### src/rtl/fp_sqrt_if.sv
// rtl/fp_sqrt_if.sv - operand/result bundle for the fp_sqrt binary64 square-root unit
// Master side supplies the unpacked operand, slave side returns the unpacked result.
interface fp_sqrt_if;
  logic        i_sign;
  logic [10:0] i_exp;
  logic [51:0] i_frac;
  logic        ready;
  logic        o_sign;
  logic [10:0] o_exp;
  logic [51:0] o_frac;

  modport master (
    output i_sign, i_exp, i_frac,
    input  ready, o_sign, o_exp, o_frac
  );

  modport slave (
    input  i_sign, i_exp, i_frac,
    output ready, o_sign, o_exp, o_frac
  );
endinterface

### src/rtl/fp_sqrt.sv
// rtl/fp_sqrt.sv - sequential binary64 square root, restoring one root bit per cycle
// Reset release acts as start; the result appears 56 rising edges later and holds until reset.
module fp_sqrt (
  input  logic     clk,
  input  logic     reset,
  fp_sqrt_if.slave sq
);

  typedef enum logic [1:0] {S_LOAD, S_ITER, S_ROUND, S_DONE} state_t;

  state_t        state_q;
  logic [5:0]    cnt_q;
  logic [107:0]  rad_q;
  logic [55:0]   rem_q;
  logic [53:0]   root_q;
  logic [10:0]   half_q;
  logic          spec_q;
  logic          sp_sign_q;
  logic [10:0]   sp_exp_q;
  logic [51:0]   sp_frac_q;
  logic          ready_q;
  logic          o_sign_q;
  logic [10:0]   o_exp_q;
  logic [51:0]   o_frac_q;

  logic          spec_d;
  logic          sp_sign_d;
  logic [10:0]   sp_exp_d;
  logic [51:0]   sp_frac_d;
  logic [11:0]   e_unb;
  logic [52:0]   mant;
  logic [107:0]  rad_d;
  logic [57:0]   rem_sh;
  logic [55:0]   trial;
  logic [55:0]   rem_d;
  logic [53:0]   root_d;
  logic          round_up;
  logic [53:0]   rnd;
  logic          carry;
  logic [51:0]   frac_rnd;
  logic [10:0]   exp_rnd;

  // Classification priority: NaN, zero/subnormal (sign kept), negative, +Inf, normal.
  always_comb begin
    spec_d    = 1'b1;
    sp_sign_d = 1'b0;
    sp_exp_d  = 11'h7FF;
    sp_frac_d = 52'h8000000000000;
    if (sq.i_exp == 11'h7FF && sq.i_frac != 52'd0) begin
      sp_sign_d = sq.i_sign;
      sp_frac_d = sq.i_frac | 52'h8000000000000;
    end else if (sq.i_exp == 11'd0) begin
      sp_sign_d = sq.i_sign;
      sp_exp_d  = 11'd0;
      sp_frac_d = 52'd0;
    end else if (sq.i_sign) begin
      sp_frac_d = 52'h8000000000000;
    end else if (sq.i_exp == 11'h7FF) begin
      sp_frac_d = 52'd0;
    end else begin
      spec_d = 1'b0;
    end
  end

  // Odd exponents fold one factor of two into the radicand so the halved exponent is exact.
  assign e_unb = {1'b0, sq.i_exp} - 12'd1023;
  assign mant  = {1'b1, sq.i_frac};
  assign rad_d = e_unb[0] ? {mant, 55'd0} : {1'b0, mant, 54'd0};

  assign rem_sh = {rem_q, rad_q[107:106]};
  assign trial  = {root_q, 2'b01};

  always_comb begin
    if (rem_sh >= {2'b00, trial}) begin
      rem_d  = rem_sh[55:0] - trial;
      root_d = {root_q[52:0], 1'b1};
    end else begin
      rem_d  = rem_sh[55:0];
      root_d = {root_q[52:0], 1'b0};
    end
  end

  assign round_up = root_q[0] & ((|rem_q) | root_q[1]);
  assign rnd      = {1'b0, root_q[53:1]} + {53'd0, round_up};
  assign carry    = rnd[53];
  assign frac_rnd = carry ? rnd[52:1] : rnd[51:0];
  assign exp_rnd  = half_q + 11'd1023 + {10'd0, carry};

  always_ff @(posedge clk or negedge reset) begin
    if (!reset) begin
      state_q   <= S_LOAD;
      cnt_q     <= '0;
      rad_q     <= '0;
      rem_q     <= '0;
      root_q    <= '0;
      half_q    <= '0;
      spec_q    <= 1'b0;
      sp_sign_q <= 1'b0;
      sp_exp_q  <= '0;
      sp_frac_q <= '0;
      ready_q   <= 1'b0;
      o_sign_q  <= 1'b0;
      o_exp_q   <= '0;
      o_frac_q  <= '0;
    end else begin
      case (state_q)
        S_LOAD: begin
          spec_q    <= spec_d;
          sp_sign_q <= sp_sign_d;
          sp_exp_q  <= sp_exp_d;
          sp_frac_q <= sp_frac_d;
          half_q    <= e_unb[11:1];
          rad_q     <= rad_d;
          rem_q     <= '0;
          root_q    <= '0;
          cnt_q     <= '0;
          state_q   <= S_ITER;
        end
        S_ITER: begin
          rad_q  <= {rad_q[105:0], 2'b00};
          rem_q  <= rem_d;
          root_q <= root_d;
          cnt_q  <= cnt_q + 6'd1;
          if (cnt_q == 6'd53) state_q <= S_ROUND;
        end
        S_ROUND: begin
          ready_q <= 1'b1;
          if (spec_q) begin
            o_sign_q <= sp_sign_q;
            o_exp_q  <= sp_exp_q;
            o_frac_q <= sp_frac_q;
          end else begin
            o_sign_q <= 1'b0;
            o_exp_q  <= exp_rnd;
            o_frac_q <= frac_rnd;
          end
          state_q <= S_DONE;
        end
        default: state_q <= S_DONE;
      endcase
    end
  end

  assign sq.ready  = ready_q;
  assign sq.o_sign = o_sign_q;
  assign sq.o_exp  = o_exp_q;
  assign sq.o_frac = o_frac_q;

endmodule

### src/flat_wrapper.sv
// flat-port wrapper written by rule: the top's interface ports become plain ports
module fp_sqrt_flat 
  (clk, reset, sq_i_sign, sq_i_exp, sq_i_frac, sq_ready, sq_o_sign, sq_o_exp, sq_o_frac);
  fp_sqrt_if sq_i ();
  input  logic clk;
  input  logic reset;
  input wire logic [$bits(sq_i.i_sign)-1:0] sq_i_sign;
  input wire logic [$bits(sq_i.i_exp)-1:0] sq_i_exp;
  input wire logic [$bits(sq_i.i_frac)-1:0] sq_i_frac;
  output wire logic [$bits(sq_i.ready)-1:0] sq_ready;
  output wire logic [$bits(sq_i.o_sign)-1:0] sq_o_sign;
  output wire logic [$bits(sq_i.o_exp)-1:0] sq_o_exp;
  output wire logic [$bits(sq_i.o_frac)-1:0] sq_o_frac;
  assign sq_i.i_sign = sq_i_sign;
  assign sq_i.i_exp = sq_i_exp;
  assign sq_i.i_frac = sq_i_frac;
  assign sq_ready = sq_i.ready;
  assign sq_o_sign = sq_i.o_sign;
  assign sq_o_exp = sq_i.o_exp;
  assign sq_o_frac = sq_i.o_frac;
  fp_sqrt u_core (.clk(clk), .reset(reset), .sq(sq_i));
endmodule
### config.mk
export PLATFORM = sky130hd
export DESIGN_NAME = fp_sqrt_flat
export DESIGN_NICKNAME = d
export VERILOG_FILES = /design/src/rtl/fp_sqrt_if.sv /design/src/rtl/fp_sqrt.sv /design/src/flat_wrapper.sv
export SDC_FILE = /design/constraint.sdc
export NUM_CORES = 1
export LEC_CHECK = 0
export BUFFER_PORTS_ARGS = -buffer_cell sky130_fd_sc_hd__buf_2
export CORE_MARGIN = 3
export CORE_UTILIZATION = 42
export DETAILED_ROUTE_END_ITERATION = 10
export SLEW_MARGIN = 25
export SYNTH_ARGS = -nofsm -noshare
export SYNTH_HDL_FRONTEND = slang
export SYNTH_SLANG_ARGS = --single-unit
### constraint.sdc
create_clock -name clk -period 8.1 [get_ports clk]
set_input_delay 1.62 -clock clk [delete_from_list [all_inputs] [get_ports clk]]
set_output_delay 1.62 -clock clk [all_outputs]
set_load 0.01 [all_outputs]
==> implementation parameters, run 1 <==
Parameter                              Value

Pwr
  Cell internal pwr ... 4400 uW
  Peak ir drop on the vdd network ... 268 uV
  Fraction of power consumed by combinational cells ... 52.6%
  Net switching power ... 3610 uW
  Leakage dissipation ... 0.00975 uW
  Power Dens Cells ... 383 mW/mm^2
  Share of power burned in registers ... 26.5%
  Net switching share of the total power ... 45.1%
  Clk pwr share ... 20.9%

Logic synthesis
  Simple-gate share of the synthesized area ... 21.7%
  Syn nets ... 2405
  Mux share of post-synthesis cell area ... 4.31%
  Share of synthesized area occupied by flip-flops and latches ... 40.3%
  Mean Syn Cell Area ... 8.26 um^2
  Synth Flop Type ... sky130_fd_sc_hd__dfrtp_1
  Total standard cell area after synthesis ... 0.0188 mm^2
  Yosys Warn Count ... 0
  Portion of synthesized cell area occupied by the leading cell type ... 40.3%
  Area share of fa/ha/maj cells after synthesis ... 4.19%
  Top cell type by total area after synthesis ... sky130_fd_sc_hd__dfrtp_1
  Gate count of the mapped netlist ... 2276
  #FFs+latches synth ... 303
  Top post-synthesis cells by area ... sky130_fd_sc_hd__dfrtp_1, sky130_fd_sc_hd__nand2_1, sky130_fd_sc_hd__o21ai_0
  Share of the synthesized netlist area taken by xor and xnor gates ... 5.55%
  Post-synth cell types ... 73
  Combinational family with the most area after synthesis ... simple AND/OR/NAND/NOR gates
  Most frequent cell after synthesis ... sky130_fd_sc_hd__nand2_1
  Leading cell types by count after synthesis ... sky130_fd_sc_hd__nand2_1, sky130_fd_sc_hd__dfrtp_1, sky130_fd_sc_hd__o21ai_0
  Fraction of the mapped netlist area in compound gates ... 18.7%
  Fraction of registers with async set or reset after synthesis ... 100%
  EDFF count, synth ... 0

Route
  Routed wire length on met3 ... 3.93 mm
  Iteration-0 DRC count of the detailed router ... 1621
  Topmost layer with routed signal wires ... met5
  Residual DRC count ... 0
  Vias after detailed routing ... 16800
  Routed metal-1 wirelength ... 27.5 mm
  Post-detailed-routing wire length ... 59.3 mm
  Vias per cell ... 5.74
  Number of search-and-repair iterations in the first detailed-routing pass ... 5
  Number of nets with antenna violations after detailed routing ... 0
  Length of routed met2 wiring ... 26.5 mm
  Average wire per standard cell ... 20.3 um

STA
  Final Hold Fails ... 0
  Setup Total Neg Slack ... 0 ps
  Largest clock skew in the final design ... 10.5 ps
  Slew at the pin closest to its max-slew limit ... 1000 ps
  Number of max-slew violations in the final report ... 0
  Max-slew headroom at the worst pin ... 33.1%
  Hold slack ... 461 ps
  Achievable clock frequency ... 216 MHz
  Shortest clock period the worst path allows after layout ... 4620 ps
  Total of endpoints with negative setup slack in the final report ... 0
  Final worst path period share ... 57.1%
  Setup repair after global routing missed its margin ... no

Clock tree
  Clock Sinks ... 303
  Quantity of gates resized following cts ... 0
  Hold buffer count at cts ... 0
  CTS root buffer ... sky130_fd_sc_hd__clkbuf_16
  Latest clock arrival within the worst-skew pair ... 550 ps
  H-tree depth reported by CTS ... 2
  TritonCTS clock tree ... built
  CTS Buf Count ... 36
  Clock transition at the register clock pins on the worst setup and hold paths after CTS ... 60 ps
  Setup Fix Bufs, Post-CTS ... 0
  CTS max path bufs ... 3

Die
  Die span in y ... 218 um
  Number of placed I/O pins ... 131
  Initial Util ... 43.1%
  Die outline width ... 218 um
  Cell Rows ... 76
  Die area ... 0.0473 mm^2
  Core Box Area ... 0.0436 mm^2

Run status
  Status ... finished clean

GRT
  Pin count of the biggest net entering global routing ... 132
  Wire length of the first global-routing pass ... 92.5 mm
  Number of antenna violations at the first check in global routing ... 2
  Via count of the first global-routing pass ... 15900
  GR Util All Layers ... 24.6%
  Total congestion overflow ... 0

Setup path
  Worst setup EP type ... flip-flop
  Data required time of the worst path ... 8590 ps
  Setup Crit Path Kind ... flip-flop to flip-flop
  Crit path DAT ... 5110 ps
  Worst Path Max Fanout ... 66
  Startpoint type of the worst setup path ... flip-flop

Min path
  Hold/Removal Path Class ... flip-flop to flip-flop

Cells and area
  Final core occ ... 47.9%
  Area Overhead vs Synth ... 11.4%
  Fraction of layout instances using a drive strength above 1 ... 10.6%
  Filler Cells Inserted ... 4296
  Total Nets Final ... 2439
  ANT cells ... 0
  Final instance count without filler cells ... 2923
  Post-route cell area ... 0.0209 mm^2

Place
  Number of placed cells counting well taps ... 2857
  Final weighted congestion in routability-driven placement ... 0.918
  Buffers added on ports ... 130
  Area post-placement ... 0.0197 mm^2
  HPWL after DPL ... 42.6 mm

Flow run
  Reported max-cap violation count ... 0
logic make-up (layout without fill, tap and decap cells):
logic type,Yosys count,in the layout
and+or+nand+nor,894,894
AOI/OAI and AO/OA,585,585
DFF,303,303
adders and majority gates,63,63
muxes,81,81
buffers and inverters,231,293
xor gates and xnor gates,119,119
path summary, 6_finish.rpt:
| path | startpoint | end | slack [ps] | depth (start not counted) |
|---|---|---|---|---|
| worst max-delay path | u_core.root_q[10] | u_core.rem_q[40] | 3480 | 12 |
| worst min-delay path | u_core.sp_frac_q[35] | u_core.sp_frac_q[35] | 460 | 2 |
| max in group asynchronous | reset | u_core.state_q[0] | 5600 | 2 |
| worst max register to register | u_core.root_q[10] | u_core.rem_q[40] | 3480 | 12 |
| worst min register to register | u_core.sp_frac_q[35] | u_core.sp_frac_q[35] | 460 | 2 |
| min in group asynchronous | reset | u_core.rem_q[7] | 1130 | 1 |
layer usage:
metal,vias to the layer above,global-route usage (%)
met5,-,0
met4,4,5.91
met3,83,5.59
met2,490,37.8
met1,8097,35.2
li1,8101,-
through the flow:
step	power [uW]	worst slack [ps]
2_1_floorplan	5240	4950
4_1_cts	7990	3560
3_5_place_dp	6280	3560
6_report	8010	3480
3_3_place_gp	6260	3670
5_1_grt	8580	3220
state kept, by name, summed over array words and instances, names as in the netlist:
register,cells
u_core.sq.ready,1
u_core.sq.o_frac,52
u_core.spec_q,1
u_core.sp_exp_q,1
u_core.sp_frac_q,52
u_core.root_q,54
u_core.rem_q,56
u_core.half_q,11
u_core.state_q,2
u_core.sq.o_sign,1
u_core.rad_q,54
u_core.sq.o_exp,11
u_core.cnt_q,6
u_core.sp_sign_q,1
power by group through the flow:
stage / registers (uW) / clock network, uW / logic (uW)
after detailed placement: 2140 / 0 / 4140
after floorplan: 2030 / 0 / 3200
after global placement: 2130 / 0 / 4130
after CTS: 2120 / 1710 / 4170
final: 2130 / 1680 / 4210
after global routing: 2170 / 1760 / 4650
worst max-delay path: stages, from the launching register on:
cell                      delay, ps
sky130_fd_sc_hd__dfrtp_1        440
sky130_fd_sc_hd__inv_1          140
sky130_fd_sc_hd__ha_1           470
sky130_fd_sc_hd__nand4_1        180
sky130_fd_sc_hd__or4_1          640
sky130_fd_sc_hd__nor3_1         170
sky130_fd_sc_hd__and3_1         210
sky130_fd_sc_hd__nor4_1          90
sky130_fd_sc_hd__a21oi_4        150
sky130_fd_sc_hd__buf_4          740
sky130_fd_sc_hd__nand2_1        790
sky130_fd_sc_hd__nor3_1         370
sky130_fd_sc_hd__a211o_1        130
area by class of cell:
type | instances | area (um^2) | area share (%)
repair buffers | 147 | 805 | 3.84
clock inverters | 12 | 126 | 0.604
multi-input cells | 1742 | 10300 | 49.1
clock buffers | 54 | 1090 | 5.21
flip-flops and latches | 303 | 7590 | 36.3
inverters | 80 | 300 | 1.43
well taps | 585 | 732 | 3.50
cells in the final DEF, fill, tap and decap left out, types with 36 or more instances in the layout:
cell type / instances
sky130_fd_sc_hd__clkbuf_16: 38
sky130_fd_sc_hd__mux2i_1: 81
sky130_fd_sc_hd__nand3_1: 96
sky130_fd_sc_hd__dfrtp_1: 300
sky130_fd_sc_hd__o31ai_1: 60
sky130_fd_sc_hd__nor2_1: 135
sky130_fd_sc_hd__ha_1: 63
sky130_fd_sc_hd__o21ai_0: 186
sky130_fd_sc_hd__nor4_1: 39
sky130_fd_sc_hd__inv_1: 77
sky130_fd_sc_hd__nor3_1: 54
sky130_fd_sc_hd__buf_2: 129
sky130_fd_sc_hd__a21oi_1: 180
sky130_fd_sc_hd__xnor2_1: 86
sky130_fd_sc_hd__nand2_1: 446
sky130_fd_sc_hd__nand4_1: 36
(Power assumes the default switching activity.)
==> run 2, diff against run 1 <==
==> constraint.sdc (replaced) <==
create_clock -name clk -period 4.1 [get_ports clk]
set_input_delay 0.82 -clock clk [delete_from_list [all_inputs] [get_ports clk]]
set_output_delay 0.82 -clock clk [all_outputs]
set_load 0.01 [all_outputs]
==> implementation parameters, run 2 (same netlist as run 1, synthesis figures left out) <==
Parameter                              Value

Run status
  Status ... finished clean

Setup path
  CP dominant cell by count ... sky130_fd_sc_hd__o21ai_0
  Worst Path Max Fanout ... 13
  Data required time of the worst path ... 4510 ps
  Library cell contributing the largest single delay on the critical path ... sky130_fd_sc_hd__a221oi_1
  Startpoint type of the worst setup path ... flip-flop
  Critical Path, Cell by Cell ... inv_1 -> ha_1 -> a21oi_1 -> o21ai_0 -> a31oi_1 -> o21ai_0 -> a221oi_1 -> a21oi_4 -> nand2_1 -> buf_4 -> o221ai_1
  Peak per-stage delay on the critical path ... 580 ps
  Setup Crit Path Kind ... flip-flop to flip-flop
  Crit path DAT ... 3990 ps
  Worst setup EP type ... flip-flop

Route
  Routed wire length on met3 ... 3.66 mm
  Number of search-and-repair iterations in the first detailed-routing pass ... 5
  Vias per cell ... 5.76
  Routed metal-1 wirelength ... 27.4 mm
  Vias after detailed routing ... 16900
  Residual DRC count ... 0
  Post-detailed-routing wire length ... 60.2 mm
  Length of routed met2 wiring ... 27.3 mm
  Number of nets with antenna violations after detailed routing ... 0
  Average wire per standard cell ... 20.5 um
  Iteration-0 DRC count of the detailed router ... 1469
  Topmost layer with routed signal wires ... met4

Place
  Area post-placement ... 0.0198 mm^2
  Buffers added on ports ... 130
  Final weighted congestion in routability-driven placement ... 0.938
  Number of placed cells counting well taps ... 2867
  HPWL after DPL ... 44.0 mm

Clock tree
  Clock transition at the register clock pins on the worst setup and hold paths after CTS ... 60 ps
  Latest clock arrival within the worst-skew pair ... 560 ps
  CTS root buffer ... sky130_fd_sc_hd__clkbuf_16
  H-tree depth reported by CTS ... 2
  Hold buffer count at cts ... 0
  CTS max path bufs ... 3
  Quantity of gates resized following cts ... 0
  CTS Buf Count ... 36
  Setup Fix Bufs, Post-CTS ... 0
  Clock Sinks ... 303
  TritonCTS clock tree ... built

Cells and area
  Number of flip-flops in the largest register ... 56
  Fraction of layout instances using a drive strength above 1 ... 10.8%
  Final instance count without filler cells ... 2931
  Biggest regs ... u_core.rem_q: 56 flops, u_core.rad_q: 54 flops, u_core.root_q: 54 flops
  ANT cells ... 0
  Most common library cell in the layout ignoring fill and taps ... sky130_fd_sc_hd__nand2_1
  Largest register by flop count ... u_core.rem_q
  Area Overhead vs Synth ... 11.9%
  Post-route cell area ... 0.0210 mm^2
  Commonest non-fill, non-tap cells in the layout ... sky130_fd_sc_hd__nand2_1, sky130_fd_sc_hd__dfrtp_1, sky130_fd_sc_hd__o21ai_0
  Total Nets Final ... 2449
  Filler Cells Inserted ... 4328

STA
  Final Hold Fails ... 0
  Achievable clock frequency ... 279 MHz
  Shortest clock period the worst path allows after layout ... 3580 ps
  Setup repair after global routing missed its margin ... no
  Setup Total Neg Slack ... 0 ps
  Number of max-slew violations in the final report ... 0
  Total of endpoints with negative setup slack in the final report ... 0
  Slew at the pin closest to its max-slew limit ... 1200 ps
  Max-slew headroom at the worst pin ... 19.2%
  Final worst path period share ... 87.4%
  Largest clock skew in the final design ... 16.6 ps

Pwr
  Fraction of power consumed by combinational cells ... 53.0%
  Cell internal pwr ... 8770 uW
  Leakage dissipation ... 0.00981 uW
  Net switching share of the total power ... 45.5%
  Share of power burned in registers ... 26.3%
  Clk pwr share ... 20.7%
  PnR Total Power ... 16100 uW
  Power Dens Cells ... 764 mW/mm^2
  Net switching power ... 7310 uW
  Peak ir drop on the vdd network ... 409 uV

GRT
  Wire length of the first global-routing pass ... 94.1 mm
  GR Util All Layers ... 25.1%
  Total congestion overflow ... 0
  Pin count of the biggest net entering global routing ... 103
  Number of antenna violations at the first check in global routing ... 1
  Via count of the first global-routing pass ... 16000

Die
  Core Box Area ... 0.0436 mm^2
  Die outline width ... 218 um
  Initial Util ... 43.1%
  Cell Rows ... 76
  Die area ... 0.0473 mm^2
  Number of placed I/O pins ... 131
  Die span in y ... 218 um

Flow run
  Reported max-cap violation count ... 0

Min path
  Hold/Removal Path Class ... input port to asynchronous set/reset pin
## run 2: cell types whose count changed in the layout (fill, tap and decap cells not counted), sizes merged
cell | previous run | this run
bufinv | 2 | 3
clkbuf | 54 | 53
buf | 147 | 157
clkinv | 9 | 5
inv | 79 | 81
## run 2: final cells by class
| type | count | area, um^2 | share of cell area, % |
|---|---|---|---|
| timing repair buffer | 157 | 921 | 4.38 |
| inverter | 80 | 300 | 1.43 |
| sequential | 303 | 7590 | 36.1 |
| tap | 585 | 732 | 3.48 |
| clock inverter | 11 | 165 | 0.785 |
| multi-input combinational | 1742 | 10300 | 48.9 |
| clock buffer | 53 | 1040 | 4.97 |
## run 2: final timing paths
check | to | depth (start not counted) | start | slack (ps)
hold reg to reg | u_core.sp_frac_q[35] | 2 | u_core.sp_frac_q[35] | 460
hold / removal | u_core.rem_q[10] | 1 | reset | 220
max in group asynchronous | u_core.root_q[3] | 2 | reset | 2750
setup / recovery | u_core.rem_q[47] | 11 | u_core.root_q[17] | 520
setup reg to reg | u_core.rem_q[47] | 11 | u_core.root_q[17] | 520
min in group clk | u_core.sp_frac_q[35] | 2 | u_core.sp_frac_q[35] | 460
## run 2: worst max-delay path, delay by kind of cell, from the launching register on
family | cells | cell delay, ps
AO/OA/AOI/OAI | 7 | 1800
flip-flops | 1 | 420
buffers and inverters | 2 | 420
adder cells (fa/ha/maj) | 1 | 410
AND/OR/NAND/NOR | 1 | 380
## run 2: per-stage QoR
step	utilization [%]	worst slack, ps	hold WS [ps]
finish	48.2	517	217
global route	48.2	228	288
CTS	48.2	549	254
detailed placement	45.4	568	455
global placement	45.3	576	450
floorplan	-	1320	430
## run 2: power groups by stage
stage               Combinational, uW  Clock [uW]  Sequential, uW
global placement                 8340           0            4240
detailed placement               8380           0            4260
global route                     9380        3500            4300
finish                           8520        3320            4230
CTS                              8440        3380            4210
floorplan                        6330           0            4020
## run 2: metal layers
| layer | track usage [%] | up-vias |
|---|---|---|
| met3 | 3.65 | 112 |
| met5 | 0 | - |
| met2 | 39.6 | 525 |
| li1 | - | 8088 |
| met1 | 35.7 | 8160 |
| met4 | 7.91 | 0 |
==> run 3, diff against run 2 <==
--- a/config.mk
+++ b/config.mk
@@ -5,10 +5,11 @@
 export SDC_FILE = /design/constraint.sdc
 export NUM_CORES = 1
 export LEC_CHECK = 0
-export BUFFER_PORTS_ARGS = -buffer_cell sky130_fd_sc_hd__buf_2
+export ABC_AREA = 1
 export CORE_MARGIN = 3
 export CORE_UTILIZATION = 42
 export DETAILED_ROUTE_END_ITERATION = 10
+export DONT_BUFFER_PORTS = 1
 export SLEW_MARGIN = 25
 export SYNTH_ARGS = -nofsm -noshare
 export SYNTH_HDL_FRONTEND = slang
==> implementation parameters, run 3 <==
Parameter                              Value

Run status
  Status ... finished, violations left
  Failing checks ... negative hold slack

Die
  Cell Rows ... 79
  Die span in y ... 226 um
  Core Box Area ... 0.0471 mm^2
  Die area ... 0.0509 mm^2
  Number of placed I/O pins ... 131
  Die outline width ... 226 um
  Initial Util ... 43.0%

Setup path
  Library cell contributing the largest single delay on the critical path ... sky130_fd_sc_hd__ha_1
  CP dominant cell by count ... sky130_fd_sc_hd__nand2_1
  Data required time of the worst path ... 4570 ps
  Crit path DAT ... 3890 ps
  Setup Crit Path Kind ... flip-flop to flip-flop
  Levels on crit path ... 14
  Peak per-stage delay on the critical path ... 500 ps
  Worst setup EP type ... flip-flop
  Critical Path, Cell by Cell ... clkinv_1 -> ha_1 -> nand2_1 -> inv_1 -> nand2_1 -> nor3_2 -> nand2_1 -> nor2_1 -> nand2_1 -> nand3_4 -> nand2_2 -> nand2_1 -> nand2_1 -> nand2_1
  CP delay by family, top ... simple AND/OR/NAND/NOR gates
  Worst Path Max Fanout ... 18
  Worst path buffer plus inverter count ... 2
  Path depth of the worst reg2reg path ... 14
  Startpoint type of the worst setup path ... flip-flop

Cells and area
  Final instance count without filler cells ... 3577
  Post-route cell area ... 0.0220 mm^2
  Number of flip-flops in the largest register ... 56
  Biggest regs ... u_core.rem_q: 56 flops, u_core.rad_q: 54 flops, u_core.root_q: 54 flops
  Filler Cells Inserted ... 4835
  Most common library cell in the layout ignoring fill and taps ... sky130_fd_sc_hd__nand2_1
  Final core occ ... 46.8%
  Largest register by flop count ... u_core.rem_q
  Total Nets Final ... 3071
  Area Overhead vs Synth ... 8.73%
  Fraction of layout instances using a drive strength above 1 ... 4.31%
  Commonest non-fill, non-tap cells in the layout ... sky130_fd_sc_hd__nand2_1, sky130_fd_sc_hd__inv_1, sky130_fd_sc_hd__dfrtp_1

GRT
  Number of antenna violations at the first check in global routing ... 0
  Pin count of the biggest net entering global routing ... 304
  Via count of the first global-routing pass ... 19000
  GR Util All Layers ... 27.6%
  Wire length of the first global-routing pass ... 110 mm
  Total congestion overflow ... 0

Route
  Number of search-and-repair iterations in the first detailed-routing pass ... 6
  Residual DRC count ... 0
  Vias after detailed routing ... 19700
  Number of nets with antenna violations after detailed routing ... 0
  Average wire per standard cell ... 19.8 um
  Vias per cell ... 5.52
  Iteration-0 DRC count of the detailed router ... 1705
  Post-detailed-routing wire length ... 70.7 mm

Flow run
  Reported max-cap violation count ... 0

Place
  Area post-placement ... 0.0208 mm^2
  HPWL after DPL ... 53.6 mm
  Dpl ws ... 724 ps
  Number of placed cells counting well taps ... 3510
  Final weighted congestion in routability-driven placement ... 1.04
  Buffers added on ports ... 0

Logic synthesis
  Leading cell types by count after synthesis ... sky130_fd_sc_hd__nand2_1, sky130_fd_sc_hd__inv_1, sky130_fd_sc_hd__dfrtp_1
  Synth Flop Type ... sky130_fd_sc_hd__dfrtp_1
  Most frequent cell after synthesis ... sky130_fd_sc_hd__nand2_1
  Fraction of registers with async set or reset after synthesis ... 100%
  Top cell type by total area after synthesis ... sky130_fd_sc_hd__dfrtp_1
  Share of synthesized area occupied by flip-flops and latches ... 37.4%
  Syn nets ... 3116
  #FFs+latches synth ... 303
  Top post-synthesis cells by area ... sky130_fd_sc_hd__dfrtp_1, sky130_fd_sc_hd__nand2_1, sky130_fd_sc_hd__inv_1
  Yosys Warn Count ... 0
  Portion of synthesized cell area occupied by the leading cell type ... 37.4%
  Post-synth cell types ... 45
  EDFF count, synth ... 0
  Gate count of the mapped netlist ... 2987
  Mean Syn Cell Area ... 6.78 um^2
  Total standard cell area after synthesis ... 0.0203 mm^2

Min path
  Hold/Removal Path Class ... input port to asynchronous set/reset pin

Pwr
  Leakage dissipation ... 0.0114 uW
  Net switching share of the total power ... 50.5%
  Net switching power ... 8970 uW
  Fraction of power consumed by combinational cells ... 58.1%
  Share of power burned in registers ... 22.9%
  Clk pwr share ... 19.1%
  Peak ir drop on the vdd network ... 337 uV
  Cell internal pwr ... 8790 uW
  Power Dens Cells ... 806 mW/mm^2

STA
  Setup Total Neg Slack ... 0 ps
  Total of endpoints with negative setup slack in the final report ... 0
  Final worst slack ... 677 ps
  Slew at the pin closest to its max-slew limit ... 961 ps
  Setup repair after global routing missed its margin ... no
  Shortest clock period the worst path allows after layout ... 3420 ps
  Final worst path period share ... 83.5%
  Achievable clock frequency ... 292 MHz
  Max-slew headroom at the worst pin ... 35.9%
  Final Hold Fails ... 25
  Number of max-slew violations in the final report ... 0
  Largest clock skew in the final design ... 21.7 ps
  Hold slack ... -20.4 ps

Clock tree
  Clock transition at the register clock pins on the worst setup and hold paths after CTS ... 60 ps
  Latest clock arrival within the worst-skew pair ... 550 ps
  H-tree depth reported by CTS ... 2
  CTS max path bufs ... 3
  Setup Fix Bufs, Post-CTS ... 0
  Quantity of gates resized following cts ... 0
  CTS root buffer ... sky130_fd_sc_hd__clkbuf_16
  Clock Sinks ... 303
  TritonCTS clock tree ... built
  CTS Buf Count ... 37
run 3: changes by cell type after synthesis, moves of 17 or more:
cell and delta:
sky130_fd_sc_hd__nor2_1 +87, sky130_fd_sc_hd__inv_1 +347, sky130_fd_sc_hd__nand2_1 +550, sky130_fd_sc_hd__xnor2_1 -58, sky130_fd_sc_hd__nand3_1 +42, sky130_fd_sc_hd__clkbuf_1 -34
sky130_fd_sc_hd__o22ai_1 +84, sky130_fd_sc_hd__o31ai_1 -59, sky130_fd_sc_hd__o221ai_1 +41, sky130_fd_sc_hd__mux2i_1 -81, sky130_fd_sc_hd__xor2_1 +17, sky130_fd_sc_hd__a21o_1 -25
sky130_fd_sc_hd__a21oi_1 -54, sky130_fd_sc_hd__o21ai_0 -48
run 3: cell type report:
class                           instances  area [um^2]  area share (%)
Inverter                              441         1660            7.54
Sequential cell                       303         7580            34.4
Tap cell                              607          759            3.45
Multi-Input combinational cell       2136        10500            47.9
Clock inverter                         11          158           0.716
Clock buffer                           55         1090            4.97
Antenna cell                            1         2.50          0.0114
Timing Repair Buffer                   23          210           0.955
run 3: cell families after synthesis:
| group | after synthesis | share of synthesized area [%] |
|---|---|---|
| DFF | 303 | 37.4 |
| buffers and inverters | 548 | 10.6 |
| adders and majority gates | 63 | 3.89 |
| xor gates and xnor gates | 78 | 3.37 |
| and+or+nand+nor | 1520 | 31.1 |
| AOI/OAI and AO/OA | 475 | 13.6 |
run 3: final timing paths:
path / startpoint / end / slack (ps)
max: u_core.root_q[16] / u_core.rem_q[43] / 680
min: reset / u_core.rad_q[66] / -20
max reg2reg: u_core.root_q[16] / u_core.rem_q[43] / 680
min reg2reg: u_core.sp_exp_q[9] / u_core.sp_exp_q[9] / 480
max in group asynchronous: reset / u_core.state_q[1] / 3600
min in group clk: sq_i_exp[10] / u_core.half_q[10] / 390
run 3: power groups by stage:
stage | clock (uW) | sequential (uW) | combinational, uW
floorplan | 0 | 3920 | 7390
global placement | 0 | 4090 | 10100
detailed placement | 0 | 4090 | 10100
CTS | 3460 | 4050 | 10200
global route | 3570 | 4120 | 11600
finish | 3390 | 4060 | 10300
run 3: per-stage QoR:
stage / power [uW] / hold WS (ps)
2_1_floorplan: 11300 / 446
3_3_place_gp: 14200 / 463
3_5_place_dp: 14200 / 468
4_1_cts: 17700 / -59.5
5_1_grt: 19200 / -46.4
6_report: 17800 / -20.4
run 3: layer usage:
| layer | GRT usage, % | part of all wire (%) | vias to the layer above |
|---|---|---|---|
| met5 | 0 | 0 | - |
| met4 | 10.0 | 3.8 | 0 |
| met3 | 5.19 | 7.2 | 134 |
| met2 | 45.0 | 46 | 658 |
| met1 | 36.7 | 43 | 9397 |
| li1 | - | - | 9540 |
